File: config.mk
export PLATFORM = sky130hd
export DESIGN_NAME = shift_seq_ctrl
export DESIGN_NICKNAME = d
export VERILOG_FILES = /design/src/rtl/shift_pkg.sv /design/src/rtl/shift_seq_ctrl.sv
export SDC_FILE = /design/constraint.sdc
export NUM_CORES = 1
export LEC_CHECK = 0
export ABC_AREA = 1
export BUFFER_PORTS_ARGS = -buffer_cell sky130_fd_sc_hd__buf_2
export CAP_MARGIN = 20
export CORE_MARGIN = 5
export CORE_UTILIZATION = 45
export DETAILED_ROUTE_END_ITERATION = 10
export PLACE_DENSITY_LB_ADDON = 0.3
export SYNTH_ARGS = -nofsm -noshare
export SYNTH_HDL_FRONTEND = slang
export SYNTH_SLANG_ARGS = --single-unit
File: constraint.sdc
create_clock -name clk -period 2.3 [get_ports clk]
set_input_delay 0 -clock clk [delete_from_list [all_inputs] [get_ports clk]]
set_output_delay 0 -clock clk [all_outputs]
set_load 0.05 [all_outputs]
File: src/rtl/shift_pkg.sv
// Shared definitions for the shift-register sequencer: state encoding and
// a helper that sizes the bit-index counter from the word width.
package shift_pkg;

    typedef enum logic [2:0] {
        IDLE    = 3'd0,
        SHIFT   = 3'd1,
        GAP     = 3'd2,
        CAPTURE = 3'd3,
        DONE    = 3'd4
    } state_t;

    // Inter-bit gap counter width; holds 0..15.
    localparam int GAP_CNT_W = 4;

    // Bits needed to index a WIDTH-bit word (never less than one).
    function automatic int cnt_width(input int width);
        return (width < 2) ? 1 : $clog2(width);
    endfunction

endpackage

File: src/rtl/shift_seq_ctrl.sv
// shift_seq_ctrl: accepts a word over valid/ready, feeds it LSB-first into a
// right-shift register (sr_din/sr_en), captures the register's parallel Q
// and offers it downstream over a second valid/ready handshake.
// Optional macro SHIFT_SEQ_CTRL_CHECK_EN adds a 'mismatch' output that flags
// a captured word differing from the word that was shifted in.
module shift_seq_ctrl
    import shift_pkg::*;
#(
    parameter int WIDTH   = 4,
    parameter int BIT_GAP = 0
) (
    input  logic             clk,
    input  logic             clr,
    input  logic             in_valid,
    output logic             in_ready,
    input  logic [WIDTH-1:0] in_data,
    output logic             sr_din,
    output logic             sr_en,
    input  logic [WIDTH-1:0] sr_q,
    output logic             out_valid,
    input  logic             out_ready,
    output logic [WIDTH-1:0] out_data,
`ifdef SHIFT_SEQ_CTRL_CHECK_EN
    output logic             mismatch,
`endif
    output logic             busy
);

    localparam int                   IW       = cnt_width(WIDTH);
    localparam logic [IW-1:0]        LAST_IDX = IW'(WIDTH - 1);
    localparam logic [GAP_CNT_W-1:0] GAP_LAST = GAP_CNT_W'((BIT_GAP > 0) ? BIT_GAP - 1 : 0);

    state_t                 state_q, state_d;
    logic [WIDTH-1:0]       hold_q, hold_d;
    logic [IW-1:0]          bit_idx_q, bit_idx_d;
    logic [GAP_CNT_W-1:0]   gap_cnt_q, gap_cnt_d;
    logic                   sr_en_q, sr_en_d;
    logic                   sr_din_q, sr_din_d;
    logic                   in_ready_q, in_ready_d;
    logic                   out_valid_q, out_valid_d;
    logic [WIDTH-1:0]       out_data_q, out_data_d;
`ifdef SHIFT_SEQ_CTRL_CHECK_EN
    logic                   mismatch_q, mismatch_d;
`endif

    // Next-state, counters and the registered handshake/shift outputs.
    always_comb begin
        state_d    = state_q;
        hold_d     = hold_q;
        bit_idx_d  = bit_idx_q;
        gap_cnt_d  = gap_cnt_q;
        out_data_d = out_data_q;
`ifdef SHIFT_SEQ_CTRL_CHECK_EN
        mismatch_d = mismatch_q;
`endif
        case (state_q)
            IDLE: begin
                if (in_valid && in_ready_q) begin
                    hold_d    = in_data;
                    bit_idx_d = '0;
                    state_d   = SHIFT;
                end
            end
            SHIFT: begin
                if (bit_idx_q == LAST_IDX) begin
                    state_d = CAPTURE;
                end else begin
                    bit_idx_d = bit_idx_q + 1'b1;
                    if (BIT_GAP > 0) begin
                        gap_cnt_d = '0;
                        state_d   = GAP;
                    end
                end
            end
            GAP: begin
                if (gap_cnt_q == GAP_LAST) begin
                    state_d = SHIFT;
                end else begin
                    gap_cnt_d = gap_cnt_q + 1'b1;
                end
            end
            CAPTURE: begin
                // Last enabled edge has already happened, so sr_q is complete.
                out_data_d = sr_q;
`ifdef SHIFT_SEQ_CTRL_CHECK_EN
                mismatch_d = (sr_q != hold_q);
`endif
                state_d    = DONE;
            end
            DONE: begin
                if (out_ready) begin
`ifdef SHIFT_SEQ_CTRL_CHECK_EN
                    mismatch_d = 1'b0;
`endif
                    state_d    = IDLE;
                end
            end
            default: state_d = IDLE;
        endcase

        // Outputs are registered copies of what the next state calls for;
        // sr_din keeps its last value outside SHIFT.
        sr_en_d     = (state_d == SHIFT);
        sr_din_d    = (state_d == SHIFT) ? hold_d[bit_idx_d] : sr_din_q;
        in_ready_d  = (state_d == IDLE);
        out_valid_d = (state_d == DONE);
    end

    // State and output registers with asynchronous clear.
    always_ff @(posedge clk or posedge clr) begin
        if (clr) begin
            state_q     <= IDLE;
            hold_q      <= '0;
            bit_idx_q   <= '0;
            gap_cnt_q   <= '0;
            sr_en_q     <= 1'b0;
            sr_din_q    <= 1'b0;
            in_ready_q  <= 1'b0;
            out_valid_q <= 1'b0;
            out_data_q  <= '0;
`ifdef SHIFT_SEQ_CTRL_CHECK_EN
            mismatch_q  <= 1'b0;
`endif
        end else begin
            state_q     <= state_d;
            hold_q      <= hold_d;
            bit_idx_q   <= bit_idx_d;
            gap_cnt_q   <= gap_cnt_d;
            sr_en_q     <= sr_en_d;
            sr_din_q    <= sr_din_d;
            in_ready_q  <= in_ready_d;
            out_valid_q <= out_valid_d;
            out_data_q  <= out_data_d;
`ifdef SHIFT_SEQ_CTRL_CHECK_EN
            mismatch_q  <= mismatch_d;
`endif
        end
    end

    assign in_ready  = in_ready_q;
    assign sr_en     = sr_en_q;
    assign sr_din    = sr_din_q;
    assign out_valid = out_valid_q;
    assign out_data  = out_data_q;
    assign busy      = (state_q != IDLE);
`ifdef SHIFT_SEQ_CTRL_CHECK_EN
    assign mismatch  = mismatch_q;
`endif

endmodule

==> results.sh <==
export IMPL_antenna_cells=0
export IMPL_tritoncts="done"
export IMPL_reg2reg_depth=10
export IMPL_port_buffers=20
export IMPL_setup_violations_final=0
export IMPL_start_util_pct=45.8
export IMPL_grt_use_total_pct=13.0
export IMPL_clk_path_buf_depth=2
export IMPL_avgRoutedWirePerCell_um=10.4
export IMPL_via_count_of_the_first_global_routing_pass=774
export IMPL_worst_hold_startpoint="out_ready"
export IMPL_setup_total_negative_slack_ns=0
export IMPL_postRouteWirelength_um=1810
export IMPL_core_area_mm2=0.00215
export IMPL_timing_worst_slew_pin_value_ns=0.780
export IMPL_routabilityCongestion=0.779
export IMPL_yosysTopAreaCell="dfrtp_1"
export IMPL_grt_max_degree=22
export IMPL_final_antenna_net_count=0
export IMPL_first_pass_iters=4
export IMPL_slew_headroom_pct=47.9
export IMPL_hold_depth=4
export IMPL_post_synth_cell_area_avg_um2=8.41
export IMPL_r2r_end="sr_din"
export IMPL_yosys_warnings=0
export IMPL_final_hold_viol_count=0
export IMPL_unrepaired_setup_endpoints_after_global_routing="no"
export IMPL_status="finished, final reports clean"
export IMPL_power_density_mw_per_mm2=1380
export IMPL_seq_area_frac_synth_pct=53.4
export IMPL_overflow=0
export IMPL_synthCells=117
export IMPL_cts_hold_buffers=5
export IMPL_syn_nets=131
export IMPL_area_growth_syn_to_layout_pct=21.5
export IMPL_clock_tree_skew_after_final_layout_ns=0.00325
export IMPL_fin_worst_hold_slack_ns=0.0201
export IMPL_clock_latency_on_the_worst_skew_pair_ns=0.30
export IMPL_finalInstanceArea_mm2=0.00119
export IMPL_clock_root_buffer="clkbuf_4"
export IMPL_summed_instance_area_of_the_synthesized_netlist_um2=983
export IMPL_grt_pass1_wl_um=3350
export IMPL_number_of_buffers_created_by_cts=3
export IMPL_grt_antenna_before_repair=0
export IMPL_worstHoldPathType="in -> reg"
export IMPL_htree_num_levels=1
export IMPL_final_cell_mix="38 x nand2_1, 22 x inv_1, 21 x dfrtp_1"
export IMPL_setup_worst_path_start_class="flop"
export IMPL_power_leakage_nw=0.697
export IMPL_post_route_insts_no_fill=174
export IMPL_finalCritPeriodShare_pct=60.2
export IMPL_dpl_cell_count=165
export IMPL_placed_area_mm2=0.00112
export IMPL_rows=17
export IMPL_path_clk_slew_ns=0.11
export IMPL_hpwl_um=1350
export IMPL_die_w_um=56.8
export IMPL_timing_critical_path_required_ns=2.50
export IMPL_floorplan_die_area_mm2=0.00322
export IMPL_max_rail_drop_vdd_v=0.000865
export IMPL_synth_top_cells_by_area="dfrtp_1 53%, nand2_1 15%, inv_1 8.4%, ha_1 2.5%, nand3_1 2.5%"
export IMPL_reg2reg_from="state_q[2]"
export IMPL_cts_sinks=21
export IMPL_drt_vias_per_instance=4.52
export IMPL_worst_hold_path_endpoint="out_valid"
export IMPL_nFillCells=216
export IMPL_detailedRoute_firstIterationViolations=21
export IMPL_drc=0
export IMPL_finalMaxSlewViolations=0
export IMPL_post_route_cells_drive_above_1_share_pct=24.0
export IMPL_crit_type="reg -> reg"
export IMPL_netlist_area_leader_share_pct=53.4
export IMPL_ff2ff_setup_slack_ns=0.92
export IMPL_worst_endpoint_arrival_ns=1.59
export IMPL_die_height_um=56.8
export IMPL_min_period_ns=1.38
export IMPL_count_of_state_elements_after_synthesis=21
export IMPL_number_of_buffers_inserted_to_repair_setup_after_cts=0
export IMPL_final_common_cell="nand2_1"
export IMPL_netlist_cell_type_count=21
export IMPL_vias=786
export IMPL_worst_path_max_fanout=9
export IMPL_clock_fmax_mhz=722
export IMPL_drv_max_cap_violation_count=0
export IMPL_critical_path_endpoint_type="flop"
export IMPL_postCtsResizedCells=0
export IMPL_num_io_pins=21
export IMPL_finish_net_count=161
[registers in the layout (all words and copies together), names as in the netlist]
register and cells:
sr_en 1, sr_din 1, out_data 4, bit_idx_q 2, gap_cnt_q 4, out_valid 1
hold_q 4, state_q 3, in_ready 1
[stage by stage]
step	setup WS, ns	power [mW]	utilization [%]
final	0.916	1.64	55.6
after global routing	0.755	1.79	55.6
after CTS	0.899	1.66	55.6
after detailed placement	0.913	1.48	52.1
after global placement	0.940	1.46	52.1
after floorplan	0.873	1.29	-
[critical path: stages (launching register included)]
cell and delay [ns]:
dfrtp_1 0.46, nor2_4 0.23, nand2_1 0.13, nand2_1 0.09, nand2_2 0.08, inv_2 0.06, nand2_1 0.04, nand3_1 0.06
nand2_1 0.06, nand2_1 0.05, nand2_1 0.04
[area by class of cell]
type                            instances  area [um2]  share of cell area [%]
Tap cell                               28        35.0                    2.93
Sequential cell                        21         526                    44.0
Inverter                               26        97.6                    8.17
Multi-Input combinational cell         70         360                    30.2
Timing Repair Buffer                   25         150                    12.6
Clock buffer                            4        26.3                    2.20
[metal layers]
layer / up-vias / wire (um) / track usage [%]
li1: 416 / - / -
met1: 349 / 867 / 17.8
met2: 17 / 779 / 18.6
met3: 4 / 138 / 4.60
met4: 0 / 21 / 4.97
met5: - / 0 / 0
[synth_stat cells]
cell,number
a21oi_1,1
a31oi_1,1
dfrtp_1,21
ha_1,2
inv_1,22
inv_2,4
nand2_1,38
nand2_2,1
nand3_1,5
nand3_2,2
nand4_1,4
nor2_1,5
nor2_2,1
nor2_4,1
nor3_1,1
nor3_2,1
o21ai_0,1
o21ai_1,1
o21ai_2,2
xnor2_1,1
xor2_1,2
[worst max path at each step]
stage | startpoint | endpoint | slack [ns] | cells after the start
after floorplan | in_ready | sr_din | 0.87 | 9
after global placement | state_q[2] | sr_din | 0.94 | 10
after detailed placement | state_q[2] | sr_din | 0.91 | 10
after CTS | state_q[2] | sr_din | 0.90 | 10
after global routing | state_q[2] | sr_din | 0.76 | 10
final | state_q[2] | sr_din | 0.92 | 10
[power breakdown]
part,total [mW],switching [mW],internal (mW)
registers,0.587,0.0790,0.508
logic,0.882,0.651,0.231
clock network,0.174,0.106,0.0676
[logic make-up (layout without fill, tap and decap cells)]
kind of cell / Yosys count / count (layout) / share of synthesized area (%)
buf+inv: 26 / 55 / 9.92
simple gates: 59 / 59 / 27.5
flops: 21 / 21 / 53.4
xor+xnor: 3 / 3 / 2.67
compound gates: 6 / 6 / 3.94
fa+ha+maj: 2 / 2 / 2.54
(Power assumes the default switching activity.)
